<file path="src/rtl/ext_alu_sequencer_pkg.sv">
// Shared types and constants for the extended-ALU sequencer and the
// surrounding execute-stage datapath (operand forwarding, M-stage bubbles).
package ext_alu_sequencer_pkg;

  typedef enum logic [1:0] {
    ST_IDLE  = 2'd0,
    ST_START = 2'd1,
    ST_WAIT  = 2'd2,
    ST_DONE  = 2'd3
  } seq_state_t;

  // Operand-mux select encodings shared with the hazard/forwarding unit
  typedef enum logic [1:0] {
    FWD_REGFILE = 2'b00,
    FWD_WB      = 2'b01,
    FWD_MEM     = 2'b10
  } fwd_sel_t;

  // Level on bubble_m that forces RegWriteM/MemWriteM to zero
  localparam logic BUBBLE_NOP = 1'b1;

endpackage

</file>
<file path="src/rtl/ext_alu_sequencer_if.sv">
// Pipeline-side bundle of the extended-ALU sequencer: issue/kill/done in,
// stall/bubble/select/status out.
interface ext_alu_sequencer_if;
  logic       issue_valid;
  logic       issue_opt;
  logic [4:0] issue_rd;
  logic       kill;
  logic       ext_done;

  logic       stall_f;
  logic       stall_d;
  logic       stall_e;
  logic       bubble_m;
  logic       alu_sel;
  logic       ext_start;
  logic       ext_abort;
  logic       busy;
  logic [4:0] busy_rd;
  logic       timeout_err;

  modport master (
    output issue_valid, issue_opt, issue_rd, kill, ext_done,
    input  stall_f, stall_d, stall_e, bubble_m, alu_sel,
    input  ext_start, ext_abort, busy, busy_rd, timeout_err
  );

  modport slave (
    input  issue_valid, issue_opt, issue_rd, kill, ext_done,
    output stall_f, stall_d, stall_e, bubble_m, alu_sel,
    output ext_start, ext_abort, busy, busy_rd, timeout_err
  );
endinterface

</file>
<file path="src/rtl/ext_alu_sequencer_lat_counter.sv">
// Latency/timeout counter for the extended-ALU sequencer: load, count down
// to zero (fixed latency) or count up to a limit (done/timeout mode).
module ext_lat_counter #(
  parameter int CW    = 4,
  parameter int LIMIT = 14
) (
  input  logic          clk,
  input  logic          rst,
  input  logic          i_load,
  input  logic [CW-1:0] i_load_val,
  input  logic          i_dec,
  input  logic          i_inc,
  output logic          o_zero,
  output logic          o_limit
);

  logic [CW-1:0] r_count;

  always_ff @(posedge clk or negedge rst) begin
    if (!rst) begin
      r_count <= '0;
    end else if (i_load) begin
      r_count <= i_load_val;
    end else if (i_dec) begin
      r_count <= r_count - CW'(1);
    end else if (i_inc) begin
      r_count <= r_count + CW'(1);
    end
  end

  assign o_zero  = (r_count == '0);
  assign o_limit = (r_count == CW'(LIMIT));

endmodule

</file>
<file path="src/rtl/ext_alu_sequencer.sv">
// Execute-stage sequencer for the multi-cycle extended ALU.
// States: IDLE await hit | START pulse ext_start | WAIT run unit | DONE capture cycle.
module ext_alu_sequencer
  import ext_alu_sequencer_pkg::*;
#(
  parameter int LATENCY  = 3,
  parameter int USE_DONE = 0,
  parameter int TIMEOUT  = 15,
  parameter int CW       = $clog2(TIMEOUT + 1)
) (
  input  logic                clk,
  input  logic                rst,
  ext_alu_sequencer_if.slave  bus
);

  localparam bit DONE_MODE = (USE_DONE != 0);

  seq_state_t    r_state;
  seq_state_t    w_next;
  logic [4:0]    r_busy_rd;
  logic          r_timeout_err;

  logic          w_hit;
  logic          w_zero;
  logic          w_limit;
  logic          w_wait_end;
  logic          w_timeout;
  logic          w_cnt_load;
  logic          w_cnt_dec;
  logic          w_cnt_inc;
  logic [CW-1:0] w_cnt_load_val;

  logic          w_stall;
  logic          w_bubble;
  logic          w_alu_sel;
  logic          w_start;
  logic          w_abort;
  logic          w_busy;

  // Gated by rst so every output is quiet while reset is held
  assign w_hit = bus.issue_valid & bus.issue_opt & ~bus.kill & rst;

  assign w_wait_end = DONE_MODE ? (bus.ext_done | w_limit) : w_zero;
  assign w_timeout  = DONE_MODE & (r_state == ST_WAIT) & ~bus.kill
                      & ~bus.ext_done & w_limit;

  assign w_cnt_load     = (r_state == ST_START);
  assign w_cnt_load_val = DONE_MODE ? '0 : CW'(LATENCY - 1);
  assign w_cnt_dec      = (r_state == ST_WAIT) & ~DONE_MODE & ~w_zero;
  assign w_cnt_inc      = (r_state == ST_WAIT) & DONE_MODE & ~bus.ext_done & ~w_limit;

  ext_lat_counter #(
    .CW    (CW),
    .LIMIT (TIMEOUT - 1)
  ) u_lat_counter (
    .clk        (clk),
    .rst        (rst),
    .i_load     (w_cnt_load),
    .i_load_val (w_cnt_load_val),
    .i_dec      (w_cnt_dec),
    .i_inc      (w_cnt_inc),
    .o_zero     (w_zero),
    .o_limit    (w_limit)
  );

  always_ff @(posedge clk or negedge rst) begin
    if (!rst) begin
      r_state <= ST_IDLE;
    end else begin
      r_state <= w_next;
    end
  end

  always_comb begin
    w_next = r_state;
    case (r_state)
      ST_IDLE:  if (w_hit) w_next = ST_START;
      ST_START: w_next = bus.kill ? ST_IDLE : ST_WAIT;
      ST_WAIT: begin
        if (bus.kill) begin
          w_next = ST_IDLE;
        end else if (w_wait_end) begin
          w_next = ST_DONE;
        end
      end
      ST_DONE:  w_next = ST_IDLE;
      default:  w_next = ST_IDLE;
    endcase
  end

  // A kill in DONE keeps the pipeline frozen so the aborted result is dropped
  always_comb begin
    w_stall   = 1'b0;
    w_bubble  = ~BUBBLE_NOP;
    w_alu_sel = 1'b0;
    w_start   = 1'b0;
    w_abort   = 1'b0;
    w_busy    = 1'b0;
    case (r_state)
      ST_IDLE: begin
        w_stall  = w_hit;
        w_bubble = w_hit ? BUBBLE_NOP : ~BUBBLE_NOP;
      end
      ST_START: begin
        w_stall  = 1'b1;
        w_bubble = BUBBLE_NOP;
        w_busy   = 1'b1;
        w_start  = ~bus.kill;
        w_abort  = bus.kill;
      end
      ST_WAIT: begin
        w_stall  = 1'b1;
        w_bubble = BUBBLE_NOP;
        w_busy   = 1'b1;
        w_abort  = bus.kill;
      end
      ST_DONE: begin
        w_stall   = bus.kill;
        w_bubble  = bus.kill ? BUBBLE_NOP : ~BUBBLE_NOP;
        w_alu_sel = ~bus.kill;
        w_busy    = 1'b1;
        w_abort   = bus.kill;
      end
      default: ;
    endcase
  end

  always_ff @(posedge clk or negedge rst) begin
    if (!rst) begin
      r_busy_rd <= '0;
    end else if (r_state == ST_IDLE) begin
      r_busy_rd <= w_hit ? bus.issue_rd : 5'd0;
    end else if (w_next == ST_IDLE) begin
      r_busy_rd <= '0;
    end
  end

  always_ff @(posedge clk or negedge rst) begin
    if (!rst) begin
      r_timeout_err <= 1'b0;
    end else if (w_timeout) begin
      r_timeout_err <= 1'b1;
    end
  end

  assign bus.stall_f     = w_stall;
  assign bus.stall_d     = w_stall;
  assign bus.stall_e     = w_stall;
  assign bus.bubble_m    = w_bubble;
  assign bus.alu_sel     = w_alu_sel;
  assign bus.ext_start   = w_start;
  assign bus.ext_abort   = w_abort;
  assign bus.busy        = w_busy;
  assign bus.busy_rd     = r_busy_rd;
  assign bus.timeout_err = r_timeout_err;

endmodule

</file>
<file path="src/flat_wrapper.sv">
// flat-port wrapper written by rule: the top's interface ports become plain ports
module ext_alu_sequencer_flat import ext_alu_sequencer_pkg::*;
#(
  parameter int LATENCY  = 3,
  parameter int USE_DONE = 0,
  parameter int TIMEOUT  = 15,
  parameter int CW       = $clog2(TIMEOUT + 1)
)
  (clk, rst, bus_issue_valid, bus_issue_opt, bus_issue_rd, bus_kill, bus_ext_done, bus_stall_f, bus_stall_d, bus_stall_e, bus_bubble_m, bus_alu_sel, bus_ext_start, bus_ext_abort, bus_busy, bus_busy_rd, bus_timeout_err);
  ext_alu_sequencer_if bus_i ();
  input  logic clk;
  input  logic rst;
  input wire logic [$bits(bus_i.issue_valid)-1:0] bus_issue_valid;
  input wire logic [$bits(bus_i.issue_opt)-1:0] bus_issue_opt;
  input wire logic [$bits(bus_i.issue_rd)-1:0] bus_issue_rd;
  input wire logic [$bits(bus_i.kill)-1:0] bus_kill;
  input wire logic [$bits(bus_i.ext_done)-1:0] bus_ext_done;
  output wire logic [$bits(bus_i.stall_f)-1:0] bus_stall_f;
  output wire logic [$bits(bus_i.stall_d)-1:0] bus_stall_d;
  output wire logic [$bits(bus_i.stall_e)-1:0] bus_stall_e;
  output wire logic [$bits(bus_i.bubble_m)-1:0] bus_bubble_m;
  output wire logic [$bits(bus_i.alu_sel)-1:0] bus_alu_sel;
  output wire logic [$bits(bus_i.ext_start)-1:0] bus_ext_start;
  output wire logic [$bits(bus_i.ext_abort)-1:0] bus_ext_abort;
  output wire logic [$bits(bus_i.busy)-1:0] bus_busy;
  output wire logic [$bits(bus_i.busy_rd)-1:0] bus_busy_rd;
  output wire logic [$bits(bus_i.timeout_err)-1:0] bus_timeout_err;
  assign bus_i.issue_valid = bus_issue_valid;
  assign bus_i.issue_opt = bus_issue_opt;
  assign bus_i.issue_rd = bus_issue_rd;
  assign bus_i.kill = bus_kill;
  assign bus_i.ext_done = bus_ext_done;
  assign bus_stall_f = bus_i.stall_f;
  assign bus_stall_d = bus_i.stall_d;
  assign bus_stall_e = bus_i.stall_e;
  assign bus_bubble_m = bus_i.bubble_m;
  assign bus_alu_sel = bus_i.alu_sel;
  assign bus_ext_start = bus_i.ext_start;
  assign bus_ext_abort = bus_i.ext_abort;
  assign bus_busy = bus_i.busy;
  assign bus_busy_rd = bus_i.busy_rd;
  assign bus_timeout_err = bus_i.timeout_err;
  ext_alu_sequencer #(.LATENCY(LATENCY), .USE_DONE(USE_DONE), .TIMEOUT(TIMEOUT), .CW(CW)) u_core (.clk(clk), .rst(rst), .bus(bus_i));
endmodule
</file>
<file path="config.mk">
export PLATFORM = sky130hd
export DESIGN_NAME = ext_alu_sequencer_flat
export DESIGN_NICKNAME = d
export VERILOG_FILES = /design/src/rtl/ext_alu_sequencer_pkg.sv /design/src/rtl/ext_alu_sequencer_if.sv /design/src/rtl/ext_alu_sequencer_lat_counter.sv /design/src/rtl/ext_alu_sequencer.sv /design/src/flat_wrapper.sv
export SDC_FILE = /design/constraint.sdc
export NUM_CORES = 1
export LEC_CHECK = 0
export BUFFER_PORTS_ARGS = -buffer_cell sky130_fd_sc_hd__buf_4
export CAP_MARGIN = 20
export CORE_AREA = 2 2 41 43
export DETAILED_ROUTE_END_ITERATION = 6
export DIE_AREA = 0 0 43 45
export PLACE_DENSITY = 0.77
export SLEW_MARGIN = 10
export SYNTH_ARGS = -nofsm -noshare
export SYNTH_HDL_FRONTEND = slang
export SYNTH_SLANG_ARGS = --single-unit
export TNS_END_PERCENT = 100
</file>
<file path="constraint.sdc">
create_clock -name clk -period 2.3 [get_ports clk]
set_input_delay 0.23 -clock clk [delete_from_list [all_inputs] [get_ports clk]]
set_output_delay 0.23 -clock clk [all_outputs]
set_load 0.005 [all_outputs]
</file>
==> results of run 1 <==
-- state kept, by name, summed over array words and instances, names as in the netlist --
name / cells
u_core.bus.busy_rd: 5
u_core.u_lat_counter.r_count: 4
u_core.r_state: 2
-- synthesized netlist by cell type, drive strengths merged --
library cell,n,area share
a22o,5,0.067
xor2,2,0.027
conb,1,0.0057
or4b,1,0.021
and2,1,0.0096
o21ai,1,0.0077
a211o,1,0.013
nor2b,4,0.038
nor2,4,0.023
nor3,1,0.0077
o311ai,1,0.013
a31oi,1,0.033
and4b,1,0.015
xnor2,1,0.013
nand2,1,0.0057
inv,5,0.029
buf,4,0.046
dfrtp,11,0.42
a21oi,2,0.015
o21bai,1,0.011
nand3b,1,0.011
nand3,2,0.015
ha,6,0.11
or3,1,0.011
or3b,1,0.017
clkbuf,1,0.0057
-- final timing paths --
check | from | endpoint | slack [ps] | cells past startpoint
min in group asynchronous | rst | u_core.u_lat_counter.r_count[0]$_DFFE_PN0P_ | 330 | 2
setup / recovery | u_core.u_lat_counter.r_count[0]$_DFFE_PN0P_ | u_core.bus.busy_rd[1]$_DFFE_PN0P_ | 240 | 6
hold / removal | bus_issue_rd[3] | u_core.bus.busy_rd[3]$_DFFE_PN0P_ | 190 | 2
max in group asynchronous | rst | u_core.r_state[0]$_DFF_PN0_ | 1820 | 2
hold reg to reg | u_core.bus.busy_rd[0]$_DFFE_PN0P_ | u_core.bus.busy_rd[0]$_DFFE_PN0P_ | 500 | 1
setup reg to reg | u_core.u_lat_counter.r_count[0]$_DFFE_PN0P_ | u_core.bus.busy_rd[1]$_DFFE_PN0P_ | 240 | 6
-- metrics by stage --
step | util | setup slack (ps)
after global placement | 0.552 | 344
after floorplan | - | 437
after CTS | 0.577 | 246
final | 0.577 | 244
after global routing | 0.577 | 190
after detailed placement | 0.552 | 267
-- layout make-up --
type	instances	area (µm²)
clock buffer	4	26.3
fill	134	623
inverter	5	18.8
multi-input combinational	40	325
sequential	11	275
tap	16	20.0
timing repair buffer	24	183
-- worst max-delay path, delay by kind of cell, from the launching register on --
| family | cells | cell delay (ps) |
|---|---|---|
| flops | 1 | 370 |
| fa+ha+maj | 1 | 180 |
| simple gates | 2 | 930 |
| buf+inv | 1 | 130 |
| compound gates | 2 | 390 |
-- what timing repair did --
item                                   in CTS  in global routing
setup endpoints to repair                   0                  0
gates resized for setup                     0                  0
endpoints found under the hold margin      11                  0
hold buffers                                1                  0
-- per-layer routing --
metal | track usage | vias to the layer above | wire (µm)
met5 | 0 | - | 0
met4 | 0.0727 | 0 | 23
met3 | 0.0240 | 4 | 90
li1 | - | 252 | -
met1 | 0.222 | 249 | 552
met2 | 0.297 | 22 | 728
-- cell families after synthesis --
family,count (synthesis),share of synthesized area
other cells,1,0.00574
buf+inv,10,0.0805
fa+ha+maj,6,0.115
xor+xnor,3,0.0402
compound gates,12,0.161
simple gates,18,0.176
flops,11,0.421
-- power breakdown --
part | internal (mW) | total [mW] | switching [mW]
sequential | 0.238 | 0.277 | 0.0382
combinational | 0.160 | 0.325 | 0.165
clock | 0.0669 | 0.129 | 0.0618
total | 0.465 | 0.731 | 0.265
==> key figures, run 1 <==
Outcome
  – Status: completed

Finish
  – N_diodes: 0
  – Final nets: 102
  – Layout cells sized above 1: 0.357
  – Most frequent cells in the layout: 23 x buf_4, 11 x dfrtp_1, 6 x ha_1, 5 x inv_1, 5 x a22o_1
  – Filler-free cell count of the finished design: 100
  – Final Cell Area: 848 µm²
  – Most common cell after layout, fill and taps aside: buf_4
  – Area Growth Syn to Fin: 29.9%

Critical path
  – Crit-path slowest cell: or4b_4
  – Worst Path Required: ~2500 ps
  – Crit path kind: reg -> reg
  – Crit Path Max Fanout: 5
  – CP arrival: 2260 ps
  – Critical path launch point type: flop
  – CP max stage delay: 530 ps
  – CP Cell Sequence: inv_1, ha_1, or3b_4, or4b_4, a31oi_4, a22o_1
  – Worst setup EP type: flop

Timing
  – Setup violators final: 0
  – Max-slew violation count: 0
  – Max Fclk: around 0.5 GHz
  – Final Hold Viols: 0
  – Post-route minimum period: approximately 2100 ps
  – Clock Skew: between 1.5 and 2 ps
  – Final period util: 0.894
  – RSZ-0062 raised after global routing: no
  – Setup TNS: 0 ps
  – Final hold slack: 192 ps

Clock tree
  – CTS Buffer Depth: 2
  – Clk Latency, worst-skew pair: 260 ps
  – CTS Root Buffer Type: clkbuf_4
  – Post-CTS Setup Bufs: 0
  – CTS tree: built
  – Clock-pin slew on the worst setup and hold paths: 70 ps
  – Clk sinks: 11
  – H-tree Lvls: 1
  – TritonCTS Buffers: 3

Floorplan
  – Core outline area: approximately 0.0015 mm²
  – Die Wd: 43 µm
  – Ports: 25
  – Die area: 0.00194 mm²
  – FP Rows: 14
  – Starting Density: 0.444
  – Die height: 45 µm

Logic synthesis
  – Mean Syn Cell Area: approximately 11 µm²
  – Post-synth cell types: 26
  – Cell Area, Synth: 653 µm²
  – Syn_nets: 78
  – Synthesis Warnings: 0
  – Register area share after synthesis: 0.421
  – Mapped Cells: 61
  – Number of synthesized register bits: 11

Pwr
  – VDD IR-drop max: 0.000477 V
  – Tot Pwr: 0.731 mW
  – PD cells: 861 mW/mm²
  – Leakage: ~0.43 nW

Placement
  – Placed Area: 812 µm²
  – DP HPWL: 1100 µm
  – Placed cells: 95
  – IO Port Bufs: 22
  – GP Congestion: around 0.76

GRT
  – Initial antenna violation count: 0
  – First-pass GRT wire length: ~2500 µm
  – Vias in the first global route: about 540
  – Global Route Usage Sum: 0.173
  – Largest net degree at the start of global routing: 13
  – GRT overflow: 0

Routing
  – ANT nets after route: 0
  – Initial DRC Count: 8
  – Post-DR wirelength/cell: 13.9 µm
  – Vias/cell: 5.27
  – Drc violations: 0
  – Vias: 527
  – First-pass iteration count of the detailed router: 4
  – Total Wirelength: 1390 µm

Min path
  – Worst hold path class: in -> reg

Flow run
  – Max-cap check violation count: 0
No activity file was read; power rests on OpenSTA's default activity.
==> run 2: changes to the inputs <==
- clock period: 2.3 -> 2.24 ns (I/O delays scaled with it)
==> run 2 against run 1 <==
Compared with the run above: sequential share of layout area is the same; clock power is essentially flat; cell count is the same; core utilization is the same; power grew 2.0%; clock skew grew 8.6 ps; sequential power grew 3%; register-to-register slack lost 40 ps; count of clock-buffer cells in the layout is the same; die area is the same; hold slack lost 12 ps.
==> key figures, run 2 (same netlist as run 1, synthesis figures left out) <==
Outcome
  – Status: completed

Floorplan
  – FP Rows: 14 (unchanged)
  – Die height: 45 µm (unchanged)
  – Starting Density: 0.444 (unchanged)
  – Die area: 0.00194 mm² (unchanged)
  – Core outline area: 0.00147 mm² (unchanged)
  – Die Wd: 43 µm (unchanged)
  – Ports: 25 (unchanged)

GRT
  – GRT overflow: 0 (unchanged)
  – Global Route Usage Sum: 0.174 (+0.000853)
  – Initial antenna violation count: 0 (unchanged)
  – First-pass GRT wire length: 2460 µm (-1.6%)
  – Vias in the first global route: 563 (+3.7%)
  – Largest net degree at the start of global routing: 13 (unchanged)

Routing
  – ANT nets after route: 0 (unchanged)
  – Post-DR wirelength/cell: 13.2 µm (-5.6%)
  – Drc violations: 0 (unchanged)
  – Vias: 517 (-1.9%)
  – Total Wirelength: 1320 µm (-5.6%)
  – First-pass iteration count of the detailed router: 4 (unchanged)
  – Initial DRC Count: 2 (-6)
  – Vias/cell: 5.17 (-1.9%)

Finish
  – Most common cell after layout, fill and taps aside: buf_4
  – Reg area: 275 µm² (unchanged)
  – Most frequent cells in the layout: 23 x buf_4, 11 x dfrtp_1, 6 x ha_1, 5 x inv_1, 5 x a22o_1
  – Multi-input logic area: 325 µm² (unchanged)
  – Max reg flops: 5 (unchanged)
  – N_diodes: 0 (unchanged)
  – Fillcell total: 138 (+3.0%)
  – Layout cells sized above 1: 0.357 (unchanged)
  – Final nets: 102 (unchanged)
  – Final Cell Area: 848 µm² (unchanged)
  – Area Growth Syn to Fin: 29.9% (unchanged)

Critical path
  – WP buf/inv: 1 (unchanged)
  – Cell count of the worst reg-to-reg path: 6 (unchanged)
  – Worst Path Required: 2430 ps (-70 ps)
  – CP max stage delay: 530 ps (about the same)
  – Worst setup EP type: flop
  – Crit-path slowest cell: or4b_4
  – CP Cell Sequence: inv_1, ha_1, or3b_4, or4b_4, a31oi_4, a22o_1
  – CP arrival: 2230 ps (-30 ps)
  – Flop-to-flop setup slack: 200 ps (-40 ps)
  – Critical path launch point type: flop
  – Crit Path Max Fanout: 5 (unchanged)
  – Worst R2R End: u_core.bus.busy_rd[1]$_DFFE_PN0P_
  – Crit path kind: reg -> reg
  – Critical Path Stages: 6 (unchanged)
  – Top cell family by delay on the critical path: simple AND/OR/NAND/NOR gates
  – Worst r2r src: u_core.u_lat_counter.r_count[0]$_DFFE_PN0P_

Pwr
  – Tot Pwr: 0.745 mW (+2.0%)
  – PD cells: 879 mW/mm² (+2.0%)
  – VDD IR-drop max: 0.000522 V (+9.5%)
  – Leakage: 0.435 nW (unchanged)

Placement
  – GP Congestion: 0.763 (about the same)
  – DP HPWL: 1040 µm (-4.9%)
  – Placed Area: 812 µm² (unchanged)
  – IO Port Bufs: 22 (unchanged)

Timing
  – RSZ-0062 raised after global routing: no
  – Setup TNS: 0 ps (unchanged)
  – Max-slew violation count: 0 (unchanged)
  – Final Hold Viols: 0 (unchanged)
  – Final period util: 0.909 (+0.0150)
  – Max Fclk: 0.491 GHz (+0.99%)
  – Setup violators final: 0 (unchanged)
  – Clock Skew: 10.1 ps (+8.56 ps)
  – Post-route minimum period: 2040 ps (-20.1 ps)

Clock tree
  – CTS tree: built
  – Clk Latency, worst-skew pair: 260 ps (about the same)
  – Clock-pin slew on the worst setup and hold paths: 70 ps (about the same)
  – CTS Buffer Depth: 2 (unchanged)
  – TritonCTS Buffers: 3 (unchanged)
  – H-tree Lvls: 1 (unchanged)
  – Post-cts sizing count: 0 (unchanged)
  – CTS Root Buffer Type: clkbuf_4
  – Clk sinks: 11 (unchanged)

Min path
  – Worst Hold End: u_core.bus.busy_rd[3]$_DFFE_PN0P_
  – Hold Crit Start: bus_issue_rd[3]
  – Worst hold path class: in -> reg
  – Hold path depth: 2 (unchanged)

Flow run
  – Max-cap check violation count: 0 (unchanged)
## run 2: repair_timing
item	4_1_cts	5_1_grt
hold endpoints to repair	11	0
hold buffers	1	0
setup buffers	0	0
## run 2: metal layers
layer  vias up  global-route usage  share of wire
met3         2              0.0200          0.058
li1        253                   -              -
met2        18               0.300           0.52
met4         0               0.109          0.014
met5         -                   0              0
met1       244               0.209           0.41
## run 2: through the flow
step	hold WS, ps	utilization	worst slack [ps]	std cells
final	180	0.577	204	100
after CTS	181	0.577	192	100
after global placement	67.2	0.552	284	95
after floorplan	-71.6	-	377	61
after detailed placement	69.3	0.552	212	95
after global routing	184	0.577	109	100
## run 2: worst max path at each step
stage	from	to	slack (ps)
detailed placement	u_core.u_lat_counter.r_count[0]$_DFFE_PN0P_	u_core.bus.busy_rd[2]$_DFFE_PN0P_	210
global placement	u_core.u_lat_counter.r_count[0]$_DFFE_PN0P_	u_core.bus.busy_rd[2]$_DFFE_PN0P_	280
floorplan	u_core.u_lat_counter.r_count[0]$_DFFE_PN0P_	u_core.bus.busy_rd[0]$_DFFE_PN0P_	380
CTS	u_core.u_lat_counter.r_count[0]$_DFFE_PN0P_	u_core.bus.busy_rd[4]$_DFFE_PN0P_	190
finish	u_core.u_lat_counter.r_count[0]$_DFFE_PN0P_	u_core.bus.busy_rd[1]$_DFFE_PN0P_	200
global route	u_core.u_lat_counter.r_count[0]$_DFFE_PN0P_	u_core.bus.busy_rd[4]$_DFFE_PN0P_	110
## run 2: area by class of cell
class / instances / share of cell area
multi-input combinational: 40 / 0.383
sequential: 11 / 0.324
timing repair buffer: 24 / 0.215
clock buffer: 4 / 0.0310
tap: 16 / 0.0236
inverter: 5 / 0.0221
## run 2: report_power, final
group	switching [mW]	internal [mW]	total, mW
Combinational	0.165	0.164	0.330
Sequential	0.0395	0.245	0.284
Clock	0.0628	0.0687	0.131
Total	0.268	0.478	0.745
